==> src/rtl/round_robin_arbiter.sv <==
// rtl/round_robin_arbiter.sv - five-way round-robin output-port arbiter with hold quantum and ON/OFF stall
module round_robin_arbiter #(
  parameter int N_PORTS = 5,
  parameter int QUANTUM = 4
) (
  input  logic               clk,
  input  logic               rst,
  input  logic [N_PORTS-1:0] req,
  input  logic               ON_OFF_signal,
  output logic [N_PORTS-1:0] grant
);

  localparam int PTR_W = (N_PORTS > 1) ? $clog2(N_PORTS) : 1;
  localparam int CNT_W = (QUANTUM > 1) ? $clog2(QUANTUM) : 1;
  localparam logic [PTR_W:0]   N_EXT    = (PTR_W+1)'(N_PORTS);
  localparam logic [CNT_W-1:0] CNT_LAST = CNT_W'(QUANTUM - 1);

  logic [PTR_W-1:0]   ptr;
  logic [CNT_W-1:0]   cnt;

  logic [PTR_W-1:0]   g_idx;
  logic               has_grant;
  logic               hold;
  logic [PTR_W-1:0]   start;
  logic               found;
  logic [PTR_W-1:0]   win;
  logic [PTR_W-1:0]   idx;

  logic [N_PORTS-1:0] grant_nxt;
  logic [PTR_W-1:0]   ptr_nxt;
  logic [CNT_W-1:0]   cnt_nxt;

  // Port index modulo N_PORTS; a and b are both below N_PORTS so one subtract suffices
  function automatic logic [PTR_W-1:0] wrap_add(input logic [PTR_W-1:0] a,
                                                input logic [PTR_W:0]   b);
    logic [PTR_W:0] s;
    s = {1'b0, a} + b;
    if (s >= N_EXT) s = s - N_EXT;
    return s[PTR_W-1:0];
  endfunction

  // Decode the current holder, decide hold vs re-arbitrate, and scan for the next winner
  always_comb begin
    g_idx = '0;
    for (int i = 0; i < N_PORTS; i++) begin
      if (grant[i]) g_idx = PTR_W'(i);
    end
    has_grant = |grant;
    hold      = has_grant && req[g_idx] && (cnt < CNT_LAST);

    // After a grant the scan starts just past the holder, so the holder itself is tried last
    start = has_grant ? wrap_add(g_idx, (PTR_W+1)'(1)) : ptr;

    found = 1'b0;
    win   = '0;
    idx   = '0;
    for (int k = 0; k < N_PORTS; k++) begin
      idx = wrap_add(start, (PTR_W+1)'(k));
      if (!found && req[idx]) begin
        found = 1'b1;
        win   = idx;
      end
    end

    grant_nxt = '0;
    ptr_nxt   = ptr;
    cnt_nxt   = '0;
    if (hold) begin
      grant_nxt = grant;
      cnt_nxt   = cnt + CNT_W'(1);
    end else if (found) begin
      grant_nxt[win] = 1'b1;
      ptr_nxt        = wrap_add(win, (PTR_W+1)'(1));
    end else begin
      ptr_nxt = start;
    end
  end

  // State update; OFF freezes everything so stalled cycles do not consume the quantum
  always_ff @(posedge clk) begin
    if (rst) begin
      grant <= '0;
      ptr   <= '0;
      cnt   <= '0;
    end else if (!ON_OFF_signal) begin
      grant <= grant_nxt;
      ptr   <= ptr_nxt;
      cnt   <= cnt_nxt;
    end
  end

endmodule

==> config.mk <==
export PLATFORM = sky130hd
export DESIGN_NAME = round_robin_arbiter
export DESIGN_NICKNAME = d
export VERILOG_FILES = /design/src/rtl/round_robin_arbiter.sv
export SDC_FILE = /design/constraint.sdc
export NUM_CORES = 1
export LEC_CHECK = 0
export CELL_PAD_IN_SITES_DETAIL_PLACEMENT = 1
export CELL_PAD_IN_SITES_GLOBAL_PLACEMENT = 1
export CORE_MARGIN = 2
export CORE_UTILIZATION = 44
export DETAILED_ROUTE_END_ITERATION = 8
export PLACE_DENSITY = 0.89
export SLEW_MARGIN = 30
export SYNTH_ARGS = -nofsm -noshare
export SYNTH_HDL_FRONTEND = slang
export SYNTH_SLANG_ARGS = --single-unit
==> constraint.sdc <==
create_clock -name clk -period 6.85 [get_ports clk]
set_clock_uncertainty 0.15 [all_clocks]
set_input_delay 1.37 -clock clk [delete_from_list [all_inputs] [get_ports clk]]
set_output_delay 1.37 -clock clk [all_outputs]
set_load 0.01 [all_outputs]
==> results of run 1 <==
[kinds of logic (layout without fill, tap and decap cells)]
| group | Yosys count | in the layout |
|---|---|---|
| simple gates | 115 | 115 |
| mux | 13 | 13 |
| xor+xnor | 3 | 3 |
| flops | 10 | 10 |
| compound gates | 80 | 80 |
| buf+inv | 24 | 25 |
| fa+ha+maj | 15 | 15 |
[flip-flops by register name (all words and copies together) (netlist names)]
| register | flops |
|---|---|
| grant | 5 |
| ptr | 3 |
| cnt | 2 |
[final cells by class]
cell class,instances,share of cell area
clock buffer,3,0.0198
inverter,10,0.0192
multi-input combinational,226,0.776
sequential,10,0.0959
tap,52,0.0312
timing repair buffer,12,0.0576
[routing by layer]
layer / vias to the layer above / wire length (µm) / GRT usage
met5: - / 0 / 0
met4: 0 / 115 / 0.0769
met3: 9 / 157 / 0.0130
met2: 40 / 2940 / 0.438
met1: 985 / 2860 / 0.344
li1: 980 / - / -
[per-stage QoR]
stage,hold slack [ps],std cells,utilization
final,326,313,0.486
after global routing,358,313,0.486
after CTS,328,313,0.486
after detailed placement,321,310,0.476
after global placement,312,310,0.476
after floorplan,296,260,-
[placed cells by master (no fill, tap or decap), types with 2 or more instances in the layout]
cell	instances
o211ai_1	2
o21ai_0	6
a211oi_1	6
inv_1	7
clkbuf_8	3
dfxtp_1	10
o211a_1	3
a31oi_1	2
and2_1	4
o31a_1	2
o21a_1	2
o21ai_1	4
nand2_1	30
nand3_1	4
nor2_2	2
nor2_1	27
nor3_1	7
nand3b_1	4
nand4_1	10
mux2i_1	10
ha_1	14
clkdlybuf4s50_1	12
o31ai_1	4
or3_1	3
a21oi_1	19
xnor2_1	3
nor2b_1	2
a22oi_1	2
nand2b_1	9
[worst min-delay path: stages, from the launching register on]
cell	delay, ps
dfxtp_1	320
nand2_1	60
a21oi_1	50
[worst paths after layout]
path	cells after the start	start	to	slack, ps
worst max-delay path	22	grant[2]$_SDFFE_PP0P_	ptr[1]$_SDFFE_PP0P_	980
worst min-delay path	2	ptr[0]$_SDFFE_PP0P_	ptr[0]$_SDFFE_PP0P_	330
worst max register to register	22	grant[2]$_SDFFE_PP0P_	ptr[1]$_SDFFE_PP0P_	980
worst min register to register	2	ptr[0]$_SDFFE_PP0P_	ptr[0]$_SDFFE_PP0P_	330
==> qor.yml, run 1 <==
cts_root_buf: "clkbuf_8"
ys_seq_elements: 10
netlist_instances: 260
cts_tree: "yes"
drive_gt1_frac: 0.0920
setup_viol: 0
cp_top_family: "compound AO/OA/AOI/OAI gates"
synthMuxAreaShare: 0.0766
setup_ws_ps: 976
coreArea_um2: 4290
syn_area_per_cell_um2: 7.41
grt_max_degree: 19
worst_pin_slew_ps: 917
grt_usage: 0.255
nFillCells: 555
antenna_found_initial: 0
path_cells: "nor2b_1 -> nor2_1 -> nor2_1 -> ha_1 -> o21ai_1 -> nand2_1 -> inv_1 -> ha_1 -> ha_1 -> a21oi_1 -> a21oi_1 -> a21o_1 -> mux4_2 -> mux2i_1 -> nand3_2 -> a2111oi_1 -> a211oi_2 -> inv_1 -> ha_1 -> mux2i_1 -> a2111o_1 -> o311ai_1"
grt_overflow: 0
synth.most_common_cell: "nand2_1"
pre_cts_ws_ps: 1040
synth_area_um2: 1930
cp-end-kind: "flip-flop"
seq_area_um2: 200
n_antenna_cell: 0
antenna_left: 0
synth_top_family_by_area: "compound AO/OA/AOI/OAI gates"
die_h_um: 70.2
post-route-period-util: 0.857
rsz0062_at_grt: "false"
syn2layout_area_growth_pct: 8.31
crit_type: "reg -> reg"
post_cts_resized: 0
dieArea_um2: 4920
crit_path_start_kind: "flip-flop"
status: "finished, final reports clean"
wl_per_cell_um: 19.4
dr_total_vias: 2014
ys_top_cells_by_area: "dfxtp_1 (10%), ha_1 (9.1%), nand2_1 (5.8%)"
crit_path_frequent_cell: "ha_1"
slowest_delay_ps: 570
vias_per_cell: 6.43
critPathBufInv: 2
portBuffers: 12
max_cap_viol_count: 0
maxSlewViolCount: 0
cts_hold_buf: 0
slew_headroom: 0.389
crit_fanout: 13
max_freq_mhz: 170
synthAdderAreaFrac: 0.101
cts_sinks: 10
critPathArrivalTime_ps: 5860
ys_warn_count: 0
period_needed_ps: 5870
netlist.area_leader.share: 0.104
synthTopCellsByCount: "nand2_1 (30), nor2_1 (27), a21oi_1 (19)"
drc: 0
worstPathRequired_ps: 6840
synth_compound_area_frac: 0.339
gp_congestion: 0.901
core.rowCount: 24
h-tree-depth: 1
post_cts_buffers: 0
synth-main-ff-cell: "dfxtp_1"
synthSimpleGateAreaFrac: 0.310
finalWirelength_um: 6070
firstDrtPassIters: 4
cts.clk_slew.worst_paths_ps: 50
syn-num-nets: 283
min_path_type: "reg -> reg"
crit_slowest_cell: "dfxtp_1"
grt_pass1_vias: 1982
place_area_um2: 2050
pin_count: 13
synth_cell_types: 78
multi_input_area_um2: 1620
clk_path_buf_depth: 2
synth_top_area_cell: "dfxtp_1"
hold_viol: 0
ys_async_sr_fraction: 0
clock_latency_ps: 230
cts_buffers: 3
nNetsFinal: 286
synth-xor-area-share: 0.0136
drtIter0Drc: 142
tns_ps: 0
grt_pass1_wl_um: 10200
dpl.hpwl_um: 4660
ys_seq_area_frac: 0.104
postLayoutCellArea_um2: 2090
fp.dieW_um: 70.2
initial_core_util: 0.449
synth_edf_count: 0
Power of run 1 is not shown: default switching activity piles up to over one toggle a cycle in this logic, so the estimate is an artifact.
==> inputs of run 2 (changes only) <==
==> config.mk (replaced) <==
export PLATFORM = sky130hd
export DESIGN_NAME = round_robin_arbiter
export DESIGN_NICKNAME = d
export VERILOG_FILES = /design/src/rtl/round_robin_arbiter.sv
export SDC_FILE = /design/constraint.sdc
export NUM_CORES = 1
export LEC_CHECK = 0
export CORE_MARGIN = 2
export CORE_UTILIZATION = 60
export DETAILED_ROUTE_END_ITERATION = 8
export PLACE_DENSITY = 0.9
export SLEW_MARGIN = 30
export SYNTH_ARGS = -nofsm -noshare
export SYNTH_HDL_FRONTEND = slang
export SYNTH_SLANG_ARGS = --single-unit
==> run 2 against run 1 <==
Net effect:
- via count is 2.1% higher
- global-route usage is 5.2 points higher
- final area decreased by 1.4%
- die area decreased by 25%
- routed wire length decreased by 12%
- final cell count down 2.6%
- count of clock-buffer cells in the layout is the same
- worst hold slack better by 15 ps
- non-clock buffer count unchanged
- first-iteration DRC count increased by 48%
- critical endpoint unchanged
- fmax is 1.0% lower
- critical path depth did not move
- highest routed layer unchanged
- critical path type unchanged
==> qor.yml, run 2 (same netlist as run 1, synthesis figures left out) <==
vias_per_cell: 6.74
r2r_start: "grant[1]$_SDFFE_PP0P_"
status: "finished, final reports clean"
post_cts_buffers: 0
slowest_delay_ps: 550
gp_congestion: 0.988
hold_viol: 0
top_layer: "met4"
critical_path.startpoint: "grant[1]$_SDFFE_PP0P_"
dr_wl_met2_um: 2480
grt_pass1_vias: 1841
mostFrequentLayoutCells: "nand2_1 (30), nor2_1 (27), a21oi_1 (19)"
pin_count: 13
dieArea_um2: 3680
layout_commonest_cell: "nand2_1"
min_path_type: "reg -> reg"
cts.clk_slew.worst_paths_ps: 70
reg2reg_slack_ps: 910
clk_path_buf_depth: 2
dr_wl_met3_um: 403
fp.dieW_um: 60.7
drive_gt1_frac: 0.0920
coreArea_um2: 3050
rsz0062_at_grt: "false"
cts_tree: "yes"
reg_top3: "grant x5, ptr x3, cnt x2"
largest_register_ffs: 5
worst_pin_slew_ps: 841
finalWirelength_um: 5350
crit_path_frequent_cell: "ha_1"
dpl.hpwl_um: 4040
min-delay-start: "cnt[0]$_SDFFE_PP0N_"
crit_type: "reg -> reg"
setup_viol: 0
cts_buffers: 3
clock_latency_ps: 270
drc: 0
critPathArrivalTime_ps: 5950
crit_fanout: 8
portBuffers: 12
post-route-period-util: 0.866
routedLengthMet1_um: 2220
drtIter0Drc: 210
cts_sinks: 10
post_cts_resized: 0
reg2regPathDepth: 22
crit_end: "ptr[1]$_SDFFE_PP0P_"
max_cap_viol_count: 0
grt_max_degree: 19
die_h_um: 60.7
antenna_found_initial: 0
r2r_end: "ptr[1]$_SDFFE_PP0P_"
path_cells: "nor2b_1 -> nor2_1 -> nor2_1 -> ha_1 -> a21bo_2 -> o211a_1 -> nor2_2 -> inv_1 -> ha_1 -> a21oi_1 -> a21oi_1 -> a21o_1 -> mux4_2 -> mux2i_1 -> nand3_2 -> a2111oi_1 -> a211oi_2 -> inv_1 -> ha_1 -> mux2i_1 -> a2111o_1 -> o311ai_1"
grt_overflow: 0
cts_hold_buf: 0
slew_headroom: 0.440
crit_slowest_cell: "mux4_2"
dr_total_vias: 2057
grt_usage: 0.307
nNetsFinal: 286
tns_ps: 0
regMostFlops: "grant"
syn2layout_area_growth_pct: 6.82
h-tree-depth: 1
crit_path_start_kind: "flip-flop"
worstPathRequired_ps: 6860
cts_root_buf: "clkbuf_4"
firstDrtPassIters: 4
wl_per_cell_um: 17.5
n_antenna_cell: 0
initial_core_util: 0.631
antenna_left: 0
max_freq_mhz: 168
cp-end-kind: "flip-flop"
period_needed_ps: 5940
core.rowCount: 20
holdPathStages: 2
maxSlewViolCount: 0
grt_pass1_wl_um: 8490
## run 2: worst min path at each step
stage | endpoint | slack, ps
2_1_floorplan | ptr[0]$_SDFFE_PP0P_ | 300
3_3_place_gp | cnt[0]$_SDFFE_PP0N_ | 310
3_5_place_dp | ptr[0]$_SDFFE_PP0P_ | 330
4_1_cts | ptr[0]$_SDFFE_PP0P_ | 350
5_1_grt | cnt[0]$_SDFFE_PP0N_ | 390
6_report | cnt[0]$_SDFFE_PP0N_ | 340
## run 2: layer usage
| layer | GRT usage | vias to the layer above |
|---|---|---|
| met5 | 0 | - |
| met4 | 0.177 | 0 |
| met3 | 0.0533 | 24 |
| met2 | 0.492 | 100 |
| met1 | 0.389 | 950 |
| li1 | - | 983 |
## run 2: per-stage QoR
stage | area (µm²) | hold WS (ps) | setup WS, ps | instances | utilization
floorplan | 1930 | 296 | 1710 | 260 | -
global placement | 2040 | 315 | 1150 | 302 | 0.667
detailed placement | 2040 | 332 | 1010 | 302 | 0.667
CTS | 2060 | 345 | 972 | 305 | 0.674
global route | 2060 | 388 | 508 | 305 | 0.674
finish | 2060 | 342 | 915 | 305 | 0.674
## run 2: worst max-delay path: cells and delay by family, from the launching register on
family	cells	cell delay [ps]
flip-flops	1	440
multiplexers	3	860
AO/OA/AOI/OAI	9	2130
buffers and inverters	2	230
AND/OR/NAND/NOR	5	1200
adder cells (fa/ha/maj)	3	820
## run 2: final cells by class
class	instances	area, µm²
multi-input cells	226	1620
fillers	256	995
clock buffers	3	22.5
inverters	10	40.0
well taps	44	55.1
flip-flops and latches	10	200
repair buffers	12	120
Power of run 2 is left out for the same reason.
